**config.mk**
```make
export PLATFORM = sky130hd
export DESIGN_NAME = spi_slave_core
export DESIGN_NICKNAME = d
export VERILOG_FILES = /design/src/rtl/spi_pkg.sv /design/src/rtl/spi_sync_edge.sv /design/src/rtl/spi_slave_core.sv
export SDC_FILE = /design/constraint.sdc
export NUM_CORES = 1
export LEC_CHECK = 0
export CORE_ASPECT_RATIO = 1.2
export CORE_MARGIN = 2
export CORE_UTILIZATION = 45
export CTS_BUF_LIST = sky130_fd_sc_hd__clkbuf_4 sky130_fd_sc_hd__clkbuf_8
export CTS_CLUSTER_DIAMETER = 200
export CTS_CLUSTER_SIZE = 12
export DETAILED_ROUTE_END_ITERATION = 10
export GPL_ROUTABILITY_DRIVEN = 0
export PLACE_DENSITY = 0.67
export SLEW_MARGIN = 20
export SYNTH_ARGS = -nofsm -noshare
export SYNTH_HDL_FRONTEND = slang
export SYNTH_SLANG_ARGS = --single-unit
```
**constraint.sdc**
```tcl
create_clock -name clk -period 1.8 [get_ports clk]
set_clock_uncertainty 0.1 [all_clocks]
set_input_delay 0.45 -clock clk [delete_from_list [all_inputs] [get_ports clk]]
set_output_delay 0.45 -clock clk [all_outputs]
set_load 0.02 [all_outputs]
```
**src/rtl/spi_pkg.sv**
```systemverilog
// Shared SPI definitions: controller state encoding, data widths and the idle fill byte.
package spi_pkg;

  localparam int unsigned SPI_DATA_W = 8;
  localparam int unsigned SPI_CNT_W  = 3;

  typedef logic [SPI_DATA_W-1:0] spi_byte_t;

  typedef enum logic {
    SPI_IDLE   = 1'b0,
    SPI_ACTIVE = 1'b1
  } spi_state_e;

  localparam spi_byte_t SPI_IDLE_FILL = 8'h00;

endpackage

```
**src/rtl/spi_sync_edge.sv**
```systemverilog
// Multi-flop synchronizer for one asynchronous input, with optional rise/fall strobes
// derived from a history flop on the synchronized level.
module spi_sync_edge #(
  parameter int unsigned SYNC_STAGES = 2,
  parameter bit          EDGE_EN     = 1'b1
) (
  input  logic clk,
  input  logic rst_n,
  input  logic async_in,
  output logic level,
  output logic rise_c,
  output logic fall_c
);

  logic [SYNC_STAGES-1:0] sync_q;

  always_ff @(posedge clk) begin
    if (!rst_n) begin
      sync_q <= '0;
    end else begin
      sync_q <= {sync_q[SYNC_STAGES-2:0], async_in};
    end
  end

  assign level = sync_q[SYNC_STAGES-1];

  // History flop only where an edge is actually needed.
  generate
    if (EDGE_EN) begin : g_edge
      logic hist_q;

      always_ff @(posedge clk) begin
        if (!rst_n) begin
          hist_q <= 1'b0;
        end else begin
          hist_q <= level;
        end
      end

      assign rise_c = level & ~hist_q;
      assign fall_c = ~level & hist_q;
    end else begin : g_no_edge
      assign rise_c = 1'b0;
      assign fall_c = 1'b0;
    end
  endgenerate

endmodule

```
**src/rtl/spi_slave_core.sv**
```systemverilog
// Mode-0 SPI slave: oversamples sclk/cs_n/mosi on clk, shifts bytes MSB first in both
// directions, with a single-byte transmit holding register and a received-byte strobe.
module spi_slave_core
  import spi_pkg::*;
#(
  parameter int unsigned SYNC_STAGES = 2
) (
  input  logic       clk,
  input  logic       rst_n,
  input  logic       sclk,
  input  logic       cs_n,
  input  logic       mosi,
  output logic       miso,
  output logic       miso_oe,
  input  logic [7:0] tx_data,
  input  logic       tx_valid,
  output logic       tx_ready,
  output logic [7:0] rx_data,
  output logic       rx_valid,
  output logic       tx_underrun,
  output logic       busy
);

  localparam logic [SPI_CNT_W-1:0] LAST_BIT = SPI_CNT_W'(SPI_DATA_W - 1);

  logic sclk_rise, sclk_fall, cs_rise, cs_fall, mosi_s;
  logic sclk_lvl_unused, cs_lvl_unused, mosi_rise_unused, mosi_fall_unused;

  spi_sync_edge #(.SYNC_STAGES(SYNC_STAGES), .EDGE_EN(1'b1)) u_sync_sclk (
    .clk      (clk),
    .rst_n    (rst_n),
    .async_in (sclk),
    .level    (sclk_lvl_unused),
    .rise_c   (sclk_rise),
    .fall_c   (sclk_fall)
  );

  spi_sync_edge #(.SYNC_STAGES(SYNC_STAGES), .EDGE_EN(1'b1)) u_sync_cs (
    .clk      (clk),
    .rst_n    (rst_n),
    .async_in (cs_n),
    .level    (cs_lvl_unused),
    .rise_c   (cs_rise),
    .fall_c   (cs_fall)
  );

  spi_sync_edge #(.SYNC_STAGES(SYNC_STAGES), .EDGE_EN(1'b0)) u_sync_mosi (
    .clk      (clk),
    .rst_n    (rst_n),
    .async_in (mosi),
    .level    (mosi_s),
    .rise_c   (mosi_rise_unused),
    .fall_c   (mosi_fall_unused)
  );

  spi_state_e           state_q, state_d;
  logic [SPI_CNT_W-1:0] bit_cnt_q, bit_cnt_d;
  spi_byte_t            rx_sr_q, rx_sr_d;
  spi_byte_t            tx_sr_q, tx_sr_d;
  spi_byte_t            hold_q, hold_d;
  spi_byte_t            rx_data_q, rx_data_d;
  logic                 tx_ready_q, tx_ready_d;
  logic                 rx_valid_q, rx_valid_d;
  logic                 underrun_q, underrun_d;
  logic                 miso_q, miso_d;
  logic                 miso_oe_q, miso_oe_d;
  logic                 busy_q, busy_d;

  logic active, tx_accept, sclk_rise_act, sclk_fall_act, byte_end, tx_load, abort;

  // A cs_n rise wins over any sclk edge seen in the same cycle.
  assign active        = (state_q == SPI_ACTIVE);
  assign tx_accept     = tx_valid & tx_ready_q;
  assign abort         = active & cs_rise;
  assign sclk_rise_act = active & sclk_rise & ~cs_rise;
  assign sclk_fall_act = active & sclk_fall & ~cs_rise;
  // Every fall follows a rise, so a fall with the counter at 0 closes a whole byte.
  assign byte_end      = sclk_fall_act & (bit_cnt_q == '0);
  assign tx_load       = (~active & cs_fall) | byte_end;

  always_ff @(posedge clk) begin
    if (!rst_n) begin
      state_q    <= SPI_IDLE;
      bit_cnt_q  <= '0;
      rx_sr_q    <= '0;
      tx_sr_q    <= '0;
      hold_q     <= '0;
      rx_data_q  <= '0;
      tx_ready_q <= 1'b1;
      rx_valid_q <= 1'b0;
      underrun_q <= 1'b0;
      miso_q     <= 1'b0;
      miso_oe_q  <= 1'b0;
      busy_q     <= 1'b0;
    end else begin
      state_q    <= state_d;
      bit_cnt_q  <= bit_cnt_d;
      rx_sr_q    <= rx_sr_d;
      tx_sr_q    <= tx_sr_d;
      hold_q     <= hold_d;
      rx_data_q  <= rx_data_d;
      tx_ready_q <= tx_ready_d;
      rx_valid_q <= rx_valid_d;
      underrun_q <= underrun_d;
      miso_q     <= miso_d;
      miso_oe_q  <= miso_oe_d;
      busy_q     <= busy_d;
    end
  end

  always_comb begin
    state_d    = state_q;
    bit_cnt_d  = bit_cnt_q;
    rx_sr_d    = rx_sr_q;
    tx_sr_d    = tx_sr_q;
    hold_d     = hold_q;
    rx_data_d  = rx_data_q;
    tx_ready_d = tx_ready_q;
    rx_valid_d = 1'b0;
    underrun_d = 1'b0;

    case (state_q)
      SPI_IDLE:   if (cs_fall) state_d = SPI_ACTIVE;
      SPI_ACTIVE: if (cs_rise) state_d = SPI_IDLE;
      default:    state_d = SPI_IDLE;
    endcase

    // Holding register: a load takes the old contents; an accept only lands when empty.
    if (tx_accept) begin
      hold_d = tx_data;
    end

    if (tx_load) begin
      if (!tx_ready_q) begin
        tx_sr_d    = hold_q;
        tx_ready_d = 1'b1;
      end else begin
        tx_sr_d    = SPI_IDLE_FILL;
        underrun_d = 1'b1;
      end
    end else if (sclk_fall_act) begin
      tx_sr_d = {tx_sr_q[SPI_DATA_W-2:0], 1'b0};
    end

    if (tx_accept) begin
      tx_ready_d = 1'b0;
    end

    if (sclk_rise_act) begin
      rx_sr_d   = {rx_sr_q[SPI_DATA_W-2:0], mosi_s};
      bit_cnt_d = bit_cnt_q + SPI_CNT_W'(1);
      if (bit_cnt_q == LAST_BIT) begin
        rx_data_d  = rx_sr_d;
        rx_valid_d = 1'b1;
      end
    end

    // Deselect mid-byte drops the partial byte without touching the holding register.
    if (abort) begin
      bit_cnt_d = '0;
      rx_sr_d   = '0;
      tx_sr_d   = '0;
    end

    miso_d    = (state_d == SPI_ACTIVE) ? tx_sr_d[SPI_DATA_W-1] : 1'b0;
    miso_oe_d = (state_d == SPI_ACTIVE);
    busy_d    = (state_d == SPI_ACTIVE);
  end

  assign miso        = miso_q;
  assign miso_oe     = miso_oe_q;
  assign busy        = busy_q;
  assign tx_ready    = tx_ready_q;
  assign rx_data     = rx_data_q;
  assign rx_valid    = rx_valid_q;
  assign tx_underrun = underrun_q;

endmodule

```
==> results of run 1 <==
[through the flow]
| stage | setup WS (ns) | area, um^2 | power [mW] | setup TNS (ns) | hold WS (ns) |
|---|---|---|---|---|---|
| after floorplan | 0.224 | 1870 | 1.18 | 0 | 0.312 |
| after global placement | 0.129 | 2200 | 1.23 | 0 | 0.315 |
| after detailed placement | 0.0512 | 2200 | 1.24 | 0 | 0.319 |
| after CTS | 0.0000894 | 2280 | 1.84 | 0 | 0.343 |
| after global routing | -0.0250 | 2300 | 1.90 | -0.0624 | 0.367 |
| final | 0.0460 | 2300 | 1.82 | 0 | 0.339 |
[worst max-delay path by stage]
stage / start / endpoint / slack (ns) / cells after the start
final: tx_underrun / tx_underrun / 0.05 / 1
after global routing: bit_cnt_q[0] / tx_sr_q[4] / -0.02 / 6
after CTS: rx_data[4] / rx_data[4] / 0.00009 / 1
after detailed placement: rst_n / rx_sr_q[6] / 0.05 / 4
after global placement: rst_n / rx_sr_q[5] / 0.13 / 4
after floorplan: bit_cnt_q[0] / tx_sr_q[3] / 0.22 / 6
[cell families (layout without fill, tap and decap cells)]
family,count (synthesis),count (layout),share of synthesized area
muxes,8,8,0.0429
DFF,47,47,0.504
xor gates and xnor gates,1,1,0.00469
AOI/OAI and AO/OA,32,32,0.133
and+or+nand+nor,91,91,0.249
buffers and inverters,13,45,0.0456
adders and majority gates,3,3,0.0201
[flip-flops by register name (all words and copies together), names as in the netlist]
| name | count |
|---|---|
| u_sync_sclk.g_edge.hist_q | 1 |
| rx_sr_q | 7 |
| bit_cnt_q | 3 |
| hold_q | 8 |
| miso | 1 |
| tx_sr_q | 8 |
| rx_data | 8 |
| rx_valid | 1 |
| u_sync_cs.g_edge.hist_q | 1 |
| u_sync_cs.sync_q | 2 |
| busy | 1 |
| tx_ready | 1 |
| tx_underrun | 1 |
| u_sync_sclk.sync_q | 2 |
| u_sync_mosi.sync_q | 2 |
[per-layer routing]
metal / vias up / share of wire / global-route usage / wire, um
met5: - / 0 / 0 / 0
met4: 0 / 0.011 / 0.0593 / 36
met3: 4 / 0.039 / 0.0605 / 132
met2: 27 / 0.55 / 0.336 / 1880
met1: 662 / 0.40 / 0.148 / 1380
li1: 732 / - / - / -
[synthesized netlist by cell type]
cell type and count:
dfxtp_1 47, nand2_1 22, nand3_1 18, nor2_1 18
and2_1 10, nor3_1 10, a21boi_0 9, mux2i_1 8
a21boi_1 7, a221oi_1 6, a21oi_1 4, buf_6 4
clkbuf_1 4, and2b_2 3, ha_1 3, and3b_1 2
buf_2 2, inv_1 2, nand2b_1 2, a211o_2 1
a211oi_2 1, and3_1 1, and4bb_1 1, buf_4 1
nand3b_1 1, nor3_2 1, nor3b_1 1, nor3b_2 1
o21ai_0 1, o21ba_2 1, o22a_2 1, o311ai_0 1
xnor2_1 1
[final cells by class]
| type | instances | area [um^2] | area share |
|---|---|---|---|
| Clock inverter | 3 | 15.0 | 0.00652 |
| Sequential cell | 47 | 941 | 0.408 |
| Clock buffer | 5 | 68.8 | 0.0299 |
| Inverter | 2 | 7.51 | 0.00326 |
| Tap cell | 54 | 67.6 | 0.0293 |
| Timing Repair Buffer | 35 | 350 | 0.152 |
| Multi-Input combinational cell | 135 | 853 | 0.370 |
[power groups by stage]
| stage | clock, mW | sequential [mW] | combinational, mW |
|---|---|---|---|
| 3_3_place_gp | 0 | 1.10 | 0.129 |
| 5_1_grt | 0.676 | 1.09 | 0.144 |
| 3_5_place_dp | 0 | 1.11 | 0.133 |
| 4_1_cts | 0.630 | 1.08 | 0.131 |
| 6_report | 0.605 | 1.08 | 0.130 |
| 2_1_floorplan | 0 | 1.11 | 0.0740 |
==> flow_summary.toml, run 1 <==
[outcome]
status = "complete, no violations"

[clocking]
hold_buffers = 0
cts_buffer_depth = 2
numCtsBuffers = 5
cts_tree = "yes"
cts_max_level = 2
clk_latency_ns = 0.30
post_cts_resize_count = 6
path_clk_slew_ns = 0.08
cts_setup_buffers = 0
cts_root_buf = "clkbuf_8"
cts_num_sinks = 47

[synth]
seq_area_frac_synth = 0.504
yosysWarnings = 0
ys_types = 33
ys_ff_latch = 47
synth_top_area_cell = "dfxtp_1"
synthCells = 195
synth_nets = 212
ys_top_cells_by_area = "dfxtp_1 50%, nand3_1 4.8%, nand2_1 4.4%"
avgSynthCellArea_um2 = 9.57
syn_area_um2 = 1870
synth_top_area_share = 0.504

[critical_path]
slowest_stage = "clkdlybuf4s50_1"
crit_type = "reg2out"
worstPathMaxFanout = 1
cp.arrival_ns = 1.20
cp.required_ns = 1.25
cp_cell_sequence = "clkdlybuf4s50_1"
ff2ff_setup_slack_ns = 0.07
cpPeakStageDelay_ns = 0.60
reg2reg_depth = 6
regToRegStartpoint = "bit_cnt_q[0]"
r2r_end = "tx_sr_q[5]"
end_kind = "output port"
startpoint_type = "flip-flop"
crit_buf_inv = 1
critical-path-top-delay-family = "buffers and inverters"

[detailed_routing]
first_iter_violations = 39
route.detailed.drc = 0
vias = 1425
routed_wl_um = 3430
wl_per_cell_um = 12.2
postRouteAntennaNets = 0
viasPerCell = 5.07
drt_pass1_iterations = 4

[layout]
layoutNonFillerInstCount = 281
layout_common_cells = "47 x dfxtp_1, 22 x nand2_1, 18 x nor2_1, 18 x nand3_1, 15 x clkdlybuf4s50_1"
final_util = 0.580
area_growth_pct = 23.4
mostFrequentLayoutCell = "dfxtp_1"
fill_cells = 388
drive_above_1_share = 0.115
antenna_cells = 0
nets = 243

[floorplanning]
die_area_um2 = 4680
fp.dieH_um = 74.6
core_um2 = 3970
start_util = 0.470
die_w_um = 62.8
fp-row-count = 25
io_pins = 28

[pwr]
irDropWorstVdd_mv = 0.428
power.internal_mw = 1.40
leakage_nw = 0.988
seqPwrFrac = 0.595
swShare = 0.229
pwr-share-clk = 0.333
p_switching_mw = 0.415
combPwrFrac = 0.072
powerDensity_nw_per_um2 = 788

[global_route]
antenna_found_initial = 0
grt-ovfl-total = 0
grt_pass1_vias = 1426
grtUsageTotal = 0.164
grt_max_degree = 29
grt_pass1_wl_um = 5910

[job]
drv_cap = 0

[sta]
period_share = 0.974
worst_pin_slew_ns = 0.341
rsz0062_at_grt = "true"
finalSetupViolations = 0
finalMaxSlewViolations = 0
slew_headroom = 0.772
hold_viol = 0
finalCriticalPeriod_ns = 1.75
fmax_ghz = 0.570

[hold_path]
min_from = "u_sync_mosi.sync_q[0]"
holdPathStages = 1
hold_class = "reg2reg"
hold_end = "u_sync_mosi.sync_q[1]"

[placement]
post-place-cells = 273
place_hpwl_um = 2570
port_buffers = 27
(Power assumes the default switching activity.)
==> run 2, diff against run 1 <==
--- a/config.mk
+++ b/config.mk
@@ -13,7 +13,7 @@
 export CTS_CLUSTER_SIZE = 12
 export DETAILED_ROUTE_END_ITERATION = 10
 export GPL_ROUTABILITY_DRIVEN = 0
-export PLACE_DENSITY = 0.67
+export PLACE_DENSITY = 0.68
 export SLEW_MARGIN = 20
 export SYNTH_ARGS = -nofsm -noshare
 export SYNTH_HDL_FRONTEND = slang
==> constraint.sdc (replaced) <==
create_clock -name clk -period 1.8 [get_ports clk]
set_clock_uncertainty 0.1 [all_clocks]
set_input_delay 0.36 -clock clk [delete_from_list [all_inputs] [get_ports clk]]
set_output_delay 0.36 -clock clk [all_outputs]
set_load 0.02 [all_outputs]
==> flow_summary.toml, run 2 (same netlist as run 1, synthesis figures left out) <==
[global_route]
grt-ovfl-total = 0
antenna_found_initial = 0
grtUsageTotal = 0.165
grt_pass1_vias = 1415
grt_max_degree = 20
grt_pass1_wl_um = 6060

[floorplanning]
io_pins = 28
start_util = 0.470
die_area_um2 = 4680
fp-row-count = 25
die_w_um = 62.8
fp.dieH_um = 74.6
core_um2 = 3970

[pwr]
swShare = 0.210
power_mw = 1.90
leakage_nw = 0.866
power.internal_mw = 1.50
pwr-share-clk = 0.362
p_switching_mw = 0.400
irDropWorstVdd_mv = 0.540
combPwrFrac = 0.069
powerDensity_nw_per_um2 = 821
seqPwrFrac = 0.570

[clocking]
cts_num_sinks = 47
path_clk_slew_ns = 0.08
cts_buffer_depth = 2
cts_max_level = 2
cts_tree = "yes"
cts_root_buf = "clkbuf_8"
numCtsBuffers = 5
clk_latency_ns = 0.29

[layout]
nets = 243
area_growth_pct = 24.0
antenna_cells = 0
mostFrequentLayoutCell = "dfxtp_1"
drive_above_1_share = 0.119
design_area_um2 = 2310
fill_cells = 384
layout_common_cells = "46 x dfxtp_1, 25 x clkdlybuf4s50_1, 22 x nand2_1"
layoutNonFillerInstCount = 281

[critical_path]
startpoint_type = "flip-flop"
cp_cell_sequence = "clkdlybuf4s50_1"
ff2ff_setup_slack_ns = 0.12
r2r_end = "tx_sr_q[2]"
cp.required_ns = 1.34
cpPeakStageDelay_ns = 0.60
critical-path-top-delay-family = "buffers and inverters"
cp.arrival_ns = 1.24
reg2reg_depth = 6
regToRegStartpoint = "bit_cnt_q[0]"
end_kind = "output port"
worstPathMaxFanout = 2
crit_buf_inv = 1
crit_type = "reg2out"
slowest_stage = "clkdlybuf4s50_1"

[sta]
rsz0062_at_grt = "true"
hold_viol = 0
finalMaxSlewViolations = 0
finalCriticalPeriod_ns = 1.70
fin_setup_tns_ns = 0
fmax_ghz = 0.589
finalSetupViolations = 0
worst_pin_slew_ns = 0.344
slew_headroom = 0.768
holdWs_ns = 0.337
period_share = 0.943

[job]
drv_cap = 0

[detailed_routing]
postRouteAntennaNets = 0
wl_per_cell_um = 12.6
route.detailed.drc = 0
routed_wl_um = 3530
viasPerCell = 5.18
first_iter_violations = 85
vias = 1456
drt_pass1_iterations = 4

[placement]
port_buffers = 27
placed_cell_area_um2 = 2200
place_hpwl_um = 2630
post-place-cells = 273

[hold_path]
hold_end = "u_sync_mosi.sync_q[1]"
holdPathStages = 1
hold_class = "reg2reg"
min_from = "u_sync_mosi.sync_q[0]"

[outcome]
status = "complete, no violations"
run 2: stage by stage:
step | util | worst slack [ns]
2_1_floorplan | - | 0.224
3_3_place_gp | 0.554 | 0.182
3_5_place_dp | 0.554 | 0.0556
4_1_cts | 0.579 | 0.0299
5_1_grt | 0.583 | -0.00458
6_report | 0.583 | 0.102
run 2: final cells by class:
type	instances	area, um^2	area share
Clock buffer	8	104	0.0449
Inverter	2	7.51	0.00324
Multi-Input combinational cell	135	853	0.369
Sequential cell	47	942	0.407
Tap cell	54	67.6	0.0292
Timing Repair Buffer	35	340	0.147
run 2: routing by layer:
layer  wire, um  share of wire  vias up  global-route usage
met4         72          0.020        0              0.0691
met1       1420           0.40      679               0.169
met2       1900           0.54       35               0.315
li1           -              -      734                   -
met3        146          0.041        8              0.0499
met5          0              0        -                   0
run 2: worst max path at each step:
stage	start	end	slack, ns	cells past startpoint
after global placement	bit_cnt_q[0]	tx_sr_q[3]	0.18	6
after global routing	u_sync_cs.g_edge.hist_q	tx_ready	-0.005	4
after CTS	bit_cnt_q[0]	tx_sr_q[3]	0.03	6
after detailed placement	bit_cnt_q[0]	tx_sr_q[3]	0.06	6
after floorplan	bit_cnt_q[0]	tx_sr_q[3]	0.22	6
final	tx_ready	tx_ready	0.10	1
run 2: timing repair:
action | CTS | global route
endpoints found under the setup margin | 2 | 6
gates resized for setup | 2 | 3
buffers inserted | 0 | 0
hold buffers | 0 | 0
run 2: power groups by stage:
stage	registers [mW]	clock network, mW	logic (mW)
6_report	1.08	0.687	0.131
5_1_grt	1.09	0.767	0.144
4_1_cts	1.08	0.714	0.131
3_5_place_dp	1.11	0	0.131
3_3_place_gp	1.10	0	0.127
2_1_floorplan	1.11	0	0.0740
run 2: worst register-to-register path, delay by kind of cell, from the launching register on:
| family | cells | cell delay (ns) |
|---|---|---|
| adders and majority gates | 1 | 0.18 |
| and+or+nand+nor | 2 | 0.30 |
| DFF | 1 | 0.35 |
| AOI/OAI and AO/OA | 2 | 0.57 |
| buffers and inverters | 1 | 0.05 |
